===== config.mk =====
export PLATFORM = sky130hd
export DESIGN_NAME = bit_scan_encoder
export DESIGN_NICKNAME = d
export VERILOG_FILES = /design/src/rtl/bit_scan_encoder.sv
export SDC_FILE = /design/constraint.sdc
export NUM_CORES = 1
export LEC_CHECK = 0
export BUFFER_PORTS_ARGS = -buffer_cell sky130_fd_sc_hd__buf_2
export CORE_MARGIN = 2
export CORE_UTILIZATION = 42
export CTS_CLUSTER_DIAMETER = 40
export DETAILED_ROUTE_END_ITERATION = 10
export PLACE_DENSITY = 0.76
export SETUP_SLACK_MARGIN = 0.02
export SLEW_MARGIN = 30
export SYNTH_ARGS = -nofsm -noshare
export SYNTH_HDL_FRONTEND = slang
export SYNTH_SLANG_ARGS = --single-unit

===== constraint.sdc =====
create_clock -name clk -period 1.47 [get_ports clk]
set_input_delay 0 -clock clk [delete_from_list [all_inputs] [get_ports clk]]
set_output_delay 0 -clock clk [all_outputs]
set_load 0.005 [all_outputs]

===== src/rtl/bit_scan_encoder.sv =====
// Streams the bit positions of each set bit of an accepted vector, one beat per handshake.
// Optional BIT_SCAN_POPCOUNT_EN adds out_count, the population count of the accepted vector.
module bit_scan_encoder #(
   parameter int unsigned  WIDTH     = 8,
   parameter int unsigned  MSB_FIRST = 0,
   localparam int unsigned IDX_W     = $clog2(WIDTH),
   localparam int unsigned CNT_W     = $clog2(WIDTH + 1)
) (
   input  logic             clk,
   input  logic             rst,
   input  logic             in_valid,
   input  logic [WIDTH-1:0] data_in,
   output logic             in_ready,
   output logic             out_valid,
   input  logic             out_ready,
   output logic [IDX_W-1:0] out_index,
   output logic             out_none,
   output logic             out_last
`ifdef BIT_SCAN_POPCOUNT_EN
   ,
   output logic [CNT_W-1:0] out_count
`endif
);

   typedef enum logic [0:0] {StIdle, StScan} state_e;

   state_e           state_q, state_d;
   logic [WIDTH-1:0] pend_q, pend_d;

   logic [IDX_W-1:0] sel_idx;
   logic [WIDTH-1:0] sel_mask;
   logic             multi_bit;
   logic             scan_active;

   // Priority select over pend; the last hit in loop order wins, so the
   // loop direction is the reverse of the scan order.
   always_comb begin
      sel_idx  = '0;
      sel_mask = '0;
      if (MSB_FIRST == 0) begin
         for (int i = WIDTH - 1; i >= 0; i--) begin
            if (pend_q[i]) begin
               sel_idx     = IDX_W'(i);
               sel_mask    = '0;
               sel_mask[i] = 1'b1;
            end
         end
      end else begin
         for (int i = 0; i < WIDTH; i++) begin
            if (pend_q[i]) begin
               sel_idx     = IDX_W'(i);
               sel_mask    = '0;
               sel_mask[i] = 1'b1;
            end
         end
      end
   end

   assign multi_bit   = |(pend_q & (pend_q - WIDTH'(1)));
   assign scan_active = (state_q == StScan);

   // All outputs derive from registered state only.
   always_comb begin
      in_ready  = ~scan_active;
      out_valid = scan_active;
      out_index = scan_active ? sel_idx : '0;
      out_none  = scan_active & ~(|pend_q);
      out_last  = scan_active & ~multi_bit;
   end

   always_comb begin
      state_d = state_q;
      pend_d  = pend_q;
      unique case (state_q)
         StIdle: begin
            if (in_valid) begin
               pend_d  = data_in;
               state_d = StScan;
            end
         end
         StScan: begin
            if (out_ready) begin
               pend_d = pend_q & ~sel_mask;
               if (!multi_bit) begin
                  state_d = StIdle;
               end
            end
         end
         default: begin
            state_d = StIdle;
            pend_d  = '0;
         end
      endcase
   end

   always_ff @(posedge clk) begin
      if (rst) begin
         state_q <= StIdle;
         pend_q  <= '0;
      end else begin
         state_q <= state_d;
         pend_q  <= pend_d;
      end
   end

`ifdef BIT_SCAN_POPCOUNT_EN
   logic [CNT_W-1:0] count_q, count_d;
   logic [CNT_W-1:0] ones;

   always_comb begin
      ones = '0;
      for (int i = 0; i < WIDTH; i++) begin
         ones = ones + CNT_W'(data_in[i]);
      end
   end

   always_comb begin
      count_d = count_q;
      if (!scan_active && in_valid) begin
         count_d = ones;
      end else if (scan_active && out_ready && !multi_bit) begin
         count_d = '0;
      end
   end

   always_ff @(posedge clk) begin
      if (rst) begin
         count_q <= '0;
      end else begin
         count_q <= count_d;
      end
   end

   assign out_count = scan_active ? count_q : '0;
`endif

endmodule

======== Word-level counts from Yosys, hierarchy flattened ========
Cells that the tools add are included.
storage, ports and cells
  bits in registers ....................... 9
  output and inout bits ................... 7
cells by class
  add/sub/neg operators ................... 1
  bitwise logic cells ..................... 8
  equal/unequal tests ..................... 2
  multiplexer cells ....................... 24
  reduce and logical (&&, ||, !) cells .... 3
operators with widths
  cell                 number
  $mux 8               10
  $mux 3               9
  $and 8x8->8          2
  $pmux 8 s2           1
  $reduce_or 8->1      2
  $not 8->8            1
  $sub 8x1->8 const B  1
  $ne 2x2->1 const B   2
  $mux 1               3
  $not 1->1            3
  $and 1x1->1          2
  $pmux 1 s2           1
  $reduce_and 2->1     1

======== Logic depth before layout (Yosys ltp) ========
  word-level depth ........................ 12
  depth in mapped cells ................... 5
  depth with buffers taken out ............ 4

======== Worst setup path after synthesis ========
OpenSTA, ideal clock, no wires.
  kind .................................... register to register
  start ................................... reg pend_q[0]
  end ..................................... reg pend_q[5]
  slack ................................... 0.097 ns
  data required time ...................... 1.338 ns
  clock period less this slack ............ 1.373 ns
  library setup time ...................... 0.132 ns
  buffers on the path ..................... 0
  arrival ................................. 1.241 ns
  stages on the path, launching flop included .. 4
  cell sequence ........................... dfxtp_1 or4_4 o311ai_0 a21oi_1
between the ends
  cells in the longest elaborated chain, start to end .. 5
RTL lines
  what                    RTL line  source
  from (decl)             28        logic [WIDTH-1:0] pend_q, pend_d;
  from (signal assigned)  102       pend_q <= pend_d;
  $mux 8                  42        if (pend_q[i]) begin
  $not 8->8               83        pend_d = pend_q & ~sel_mask;
  $and 8x8->8             83
  $mux 8                  82        if (out_ready) begin
  $pmux 8 s2              74        unique case (state_q)
Every way passes these cells. The select of a mux whose other input is x is not followed.
A chain may end at the register's enable or synchronous reset.

======== Worst setup path in the final report ========
  start ................................... reg pend_q[3]
  end ..................................... out out_last
between the ends
  cells in the longest elaborated chain, start to end .. 5
RTL lines
  what               RTL line  source
  $sub 8x1->8        59        assign multi_bit = |(pend_q & (pend_q - WIDTH'(1)));
  $and 8x8->8 *      59
  $reduce_or 8->1 *  59
  $not 1->1 *        68        out_last = scan_active & ~multi_bit;
  $and 1x1->1 *      68
  to (decl)          18        output logic out_last
Every way passes the cells marked *; elsewhere a longest branch is shown, timed or not.

==> results.txt <==
In the layout the commonest cells are buf_2 (18), a21oi_1 (13), nand2_1 (12). The final-layout fill cell count was 116; the clock net sink count was 9. The tools report the max-capacitance violation count as 0. The tightest hold path in the finished design has a slack of 0.00861 ns.

Adding up every negative setup slack in the final design gives -0.312 ns. For this design the total switching power over the nets is 219 uW. The startpoint class of the critical path is a register. The run gives 4 as the number of optimization iterations in the first detailed-route pass. The die is 40.5 um wide. The floorplan die height is 40.5 um, and the CTS buffer count is 3. The count of pins on the block boundary was 19; the transition at the pin with the smallest max-transition slack was 0.564 ns.

During synthesis, Yosys emitted a total of 0 warnings. Setup violations remaining at the end of the flow were counted as 3. Sequential cells were found to cover 32.2% of the synthesized design area. The tools report the number of different library cells in the post-synthesis netlist as 27. The tools report the post-DP HPWL as 1050 um. The area added between synthesis and finish was 42.1%; the critical-path maximum fanout was 3. Count of final max-slew check failures: 0. Setup repair after global routing could not meet its margin everywhere.

Internal power comes to 465 uW. For the worst setup path, the data required time is 1.47 ns. The total nets after synthesis was 89; the clock insertion delay at the later pin of the skew report was 0.27 ns. The final critical-path share of the clock period came out at 117%.

The worst hold path belongs to the class in2reg. After detailed routing, the total wire length is 1550 um. The start-to-end type of the worst setup path was reg2out.

The via density per instance is 5.50. The run finished, with violations left. The H-tree depth was 1. The count of buffers inserted at the top-level ports is 18, and the number of antenna cells inserted is 0. The final critical-path setup slack came out at -0.256 ns. After clock tree synthesis, the clock-pin slew on the worst setup and hold paths is 0.07 ns.

The floorplan step defined a core boundary enclosing 1270 um^2. Routability-driven placement finished with a final weighted congestion of 0.877. The number of placement rows is 13.

The checks that failed: negative setup slack. The tools report the maximum buffer depth of the clock tree as 2. Clock tree synthesis selected as its root buffer the cell clkbuf_4. The headroom to the max-slew limit was 62.3%; the achievable clock frequency was 579 MHz. The cell area that synthesis handed to floorplanning was 559 um^2.

Following the worst setup path forward leads to its endpoint at out_last. The logs give 44.1% for the initial cell density of the core and 0 for the remaining antenna violation count after routing. The net count of the finished layout is 122. The endpoint arrival time on the critical path is 1.73 ns, and the number of global-route vias before repair is 591. The clock period minus final worst setup slack is 1.73 ns, and the worst ir drop on vdd is 0.525 mV. Global routing used 23.1% of the available tracks. OpenSTA, run right after detailed placement, puts the worst setup slack at 0.0421 ns. Of the total power, the share spent switching nets is 32.0%. Of the cells placed in the final design, the portion with a size suffix greater than 1 is 30.3%.

In this run the worst setup path begins at pend_q[3]$_SDFFE_PP0P_. Number of antenna violations at the first check in global routing: 0. The worst-case register-to-register setup slack is 0.05 ns, and the final worst clock skew is 0.000644 ns.

The endpoint type of the worst setup path is an output port. Power density normalized to cell area: 861 nW/um^2. Leaving out fill and tap cells, the most frequent cell in the layout is buf_2. The source of the worst register-to-register timing path was pend_q[3]$_SDFFE_PP0P_. The detailed router finished its first iteration with 13 violations. The maximum number of pins on one net before global-route repair was 11; the total grt overflow was 0. For the die footprint, the log shows 1640 um^2. The number of remaining DRC errors was 0. For the global-route wire length before repair, the log shows 2410 um. TritonCTS built the clock tree. The number of hold-slack violations in the final timing report was 0; the average routed wire per standard cell was 12.5 um. Of the total power, registers draw 41.9%. The run gives 0.349 nW as the leakage component of the power.

The gate count after technology mapping is 77, and the flip-flop and latch count after synthesis is 9. In this run the critical register-to-register path is captured at out_valid$_SDFF_PP0_. The depth of the worst register-to-register path came out at 4. For this block, the via count after detailed routing is 682. Combinational logic burns 27.7% of the power. The logs give 684 uW for the overall power and 30.5% for the share of power burned in the clock network. Each instance of the synthesized netlist takes up on average 7.26 um^2.
## per-stage QoR
step                area (um^2)  std cells  util [%]
detailed placement          687        112      54.1
CTS                         785        123      61.8
global route                795        124      62.6
global placement            687        112      54.1
finish                      795        124      62.6
floorplan                   559         77         -
## power groups by stage
stage / combinational (mW) / clock [mW] / sequential [mW]
2_1_floorplan: 0.111 / 0 / 0.282
3_3_place_gp: 0.166 / 0 / 0.289
3_5_place_dp: 0.170 / 0 / 0.289
4_1_cts: 0.184 / 0.208 / 0.284
5_1_grt: 0.211 / 0.219 / 0.288
6_report: 0.189 / 0.208 / 0.286
## flip-flops by register name, indices dropped and copies added (netlist names)
| register | flops |
|---|---|
| pend_q | 8 |
| out_valid | 1 |
## worst min-delay path by stage
stage	cells past startpoint	startpoint	end
detailed placement	3	data_in[7]	pend_q[7]$_SDFFE_PP0P_
global placement	3	data_in[3]	pend_q[3]$_SDFFE_PP0P_
finish	2	rst	pend_q[5]$_SDFFE_PP0P_
global route	2	rst	pend_q[7]$_SDFFE_PP0P_
floorplan	2	data_in[6]	pend_q[6]$_SDFFE_PP0P_
CTS	2	rst	pend_q[1]$_SDFFE_PP0P_
## synthesized netlist by cell type
| cell type | instances | area [um^2] |
|---|---|---|
| nand3_1 | 3 | 15.0 |
| o211ai_1 | 2 | 15.0 |
| o21bai_1 | 1 | 7.51 |
| a21o_1 | 1 | 7.51 |
| or4_4 | 1 | 11.3 |
| nand2_1 | 12 | 45.0 |
| a22oi_1 | 1 | 7.51 |
| nand2b_1 | 1 | 6.26 |
| inv_1 | 5 | 18.8 |
| clkbuf_2 | 1 | 5.00 |
| a211oi_1 | 1 | 7.51 |
| and3_1 | 1 | 6.26 |
| o311a_1 | 1 | 10.0 |
| o311ai_0 | 1 | 8.76 |
| a21oi_1 | 13 | 65.1 |
| and2_1 | 1 | 6.26 |
| a2111oi_4 | 1 | 27.5 |
| nor2b_1 | 1 | 6.26 |
| buf_1 | 1 | 3.75 |
| nor4_1 | 1 | 6.26 |
| o21ai_0 | 6 | 30.0 |
| dfxtp_1 | 9 | 180 |
| a311oi_1 | 1 | 8.76 |
| nor3_1 | 2 | 10.0 |
| clkbuf_8 | 1 | 13.8 |
| nor2_1 | 7 | 26.3 |
| clkbuf_1 | 1 | 3.75 |
## metal layers
| layer | up-vias | global-route usage (%) | part of all wire, % |
|---|---|---|---|
| met5 | - | 0 | 0 |
| met4 | 0 | 15.0 | 1.9 |
| met3 | 6 | 5.00 | 4.5 |
| met2 | 21 | 35.7 | 46 |
| met1 | 315 | 28.3 | 47 |
| li1 | 340 | - | - |
## critical path, cell delays in order (launching register included)
cell       delay, ns
dfxtp_2         0.33
or4_4           0.56
a2111oi_4       0.20
a21o_1          0.13
and3_1          0.14
buf_2           0.10
## timing repair
item | in CTS | in global routing
hold buffers | 7 | 0
resized for setup | 1 | 2
hold endpoints to repair | 7 | 0
setup endpoints to repair | 1 | 5
pin swaps | 1 | 0
buffers inserted | 0 | 1
## kinds of logic after synthesis
kind of cell           Yosys count  share of synthesized area (%)
AND/OR/NAND/NOR                 30                           24.8
buffers and inverters            9                           8.05
flip-flops                       9                           32.2
AO/OA/AOI/OAI                   29                           34.9
## final cells by class
| cell class | instances | area (um^2) | area share [%] |
|---|---|---|---|
| clock buffer | 4 | 26.3 | 3.31 |
| inverter | 5 | 18.8 | 2.36 |
| multi-input combinational | 59 | 334 | 42.0 |
| sequential | 9 | 184 | 23.1 |
| tap | 15 | 18.8 | 2.36 |
| timing repair buffer | 32 | 213 | 26.8 |
Power figures use the tool's default switching activity.
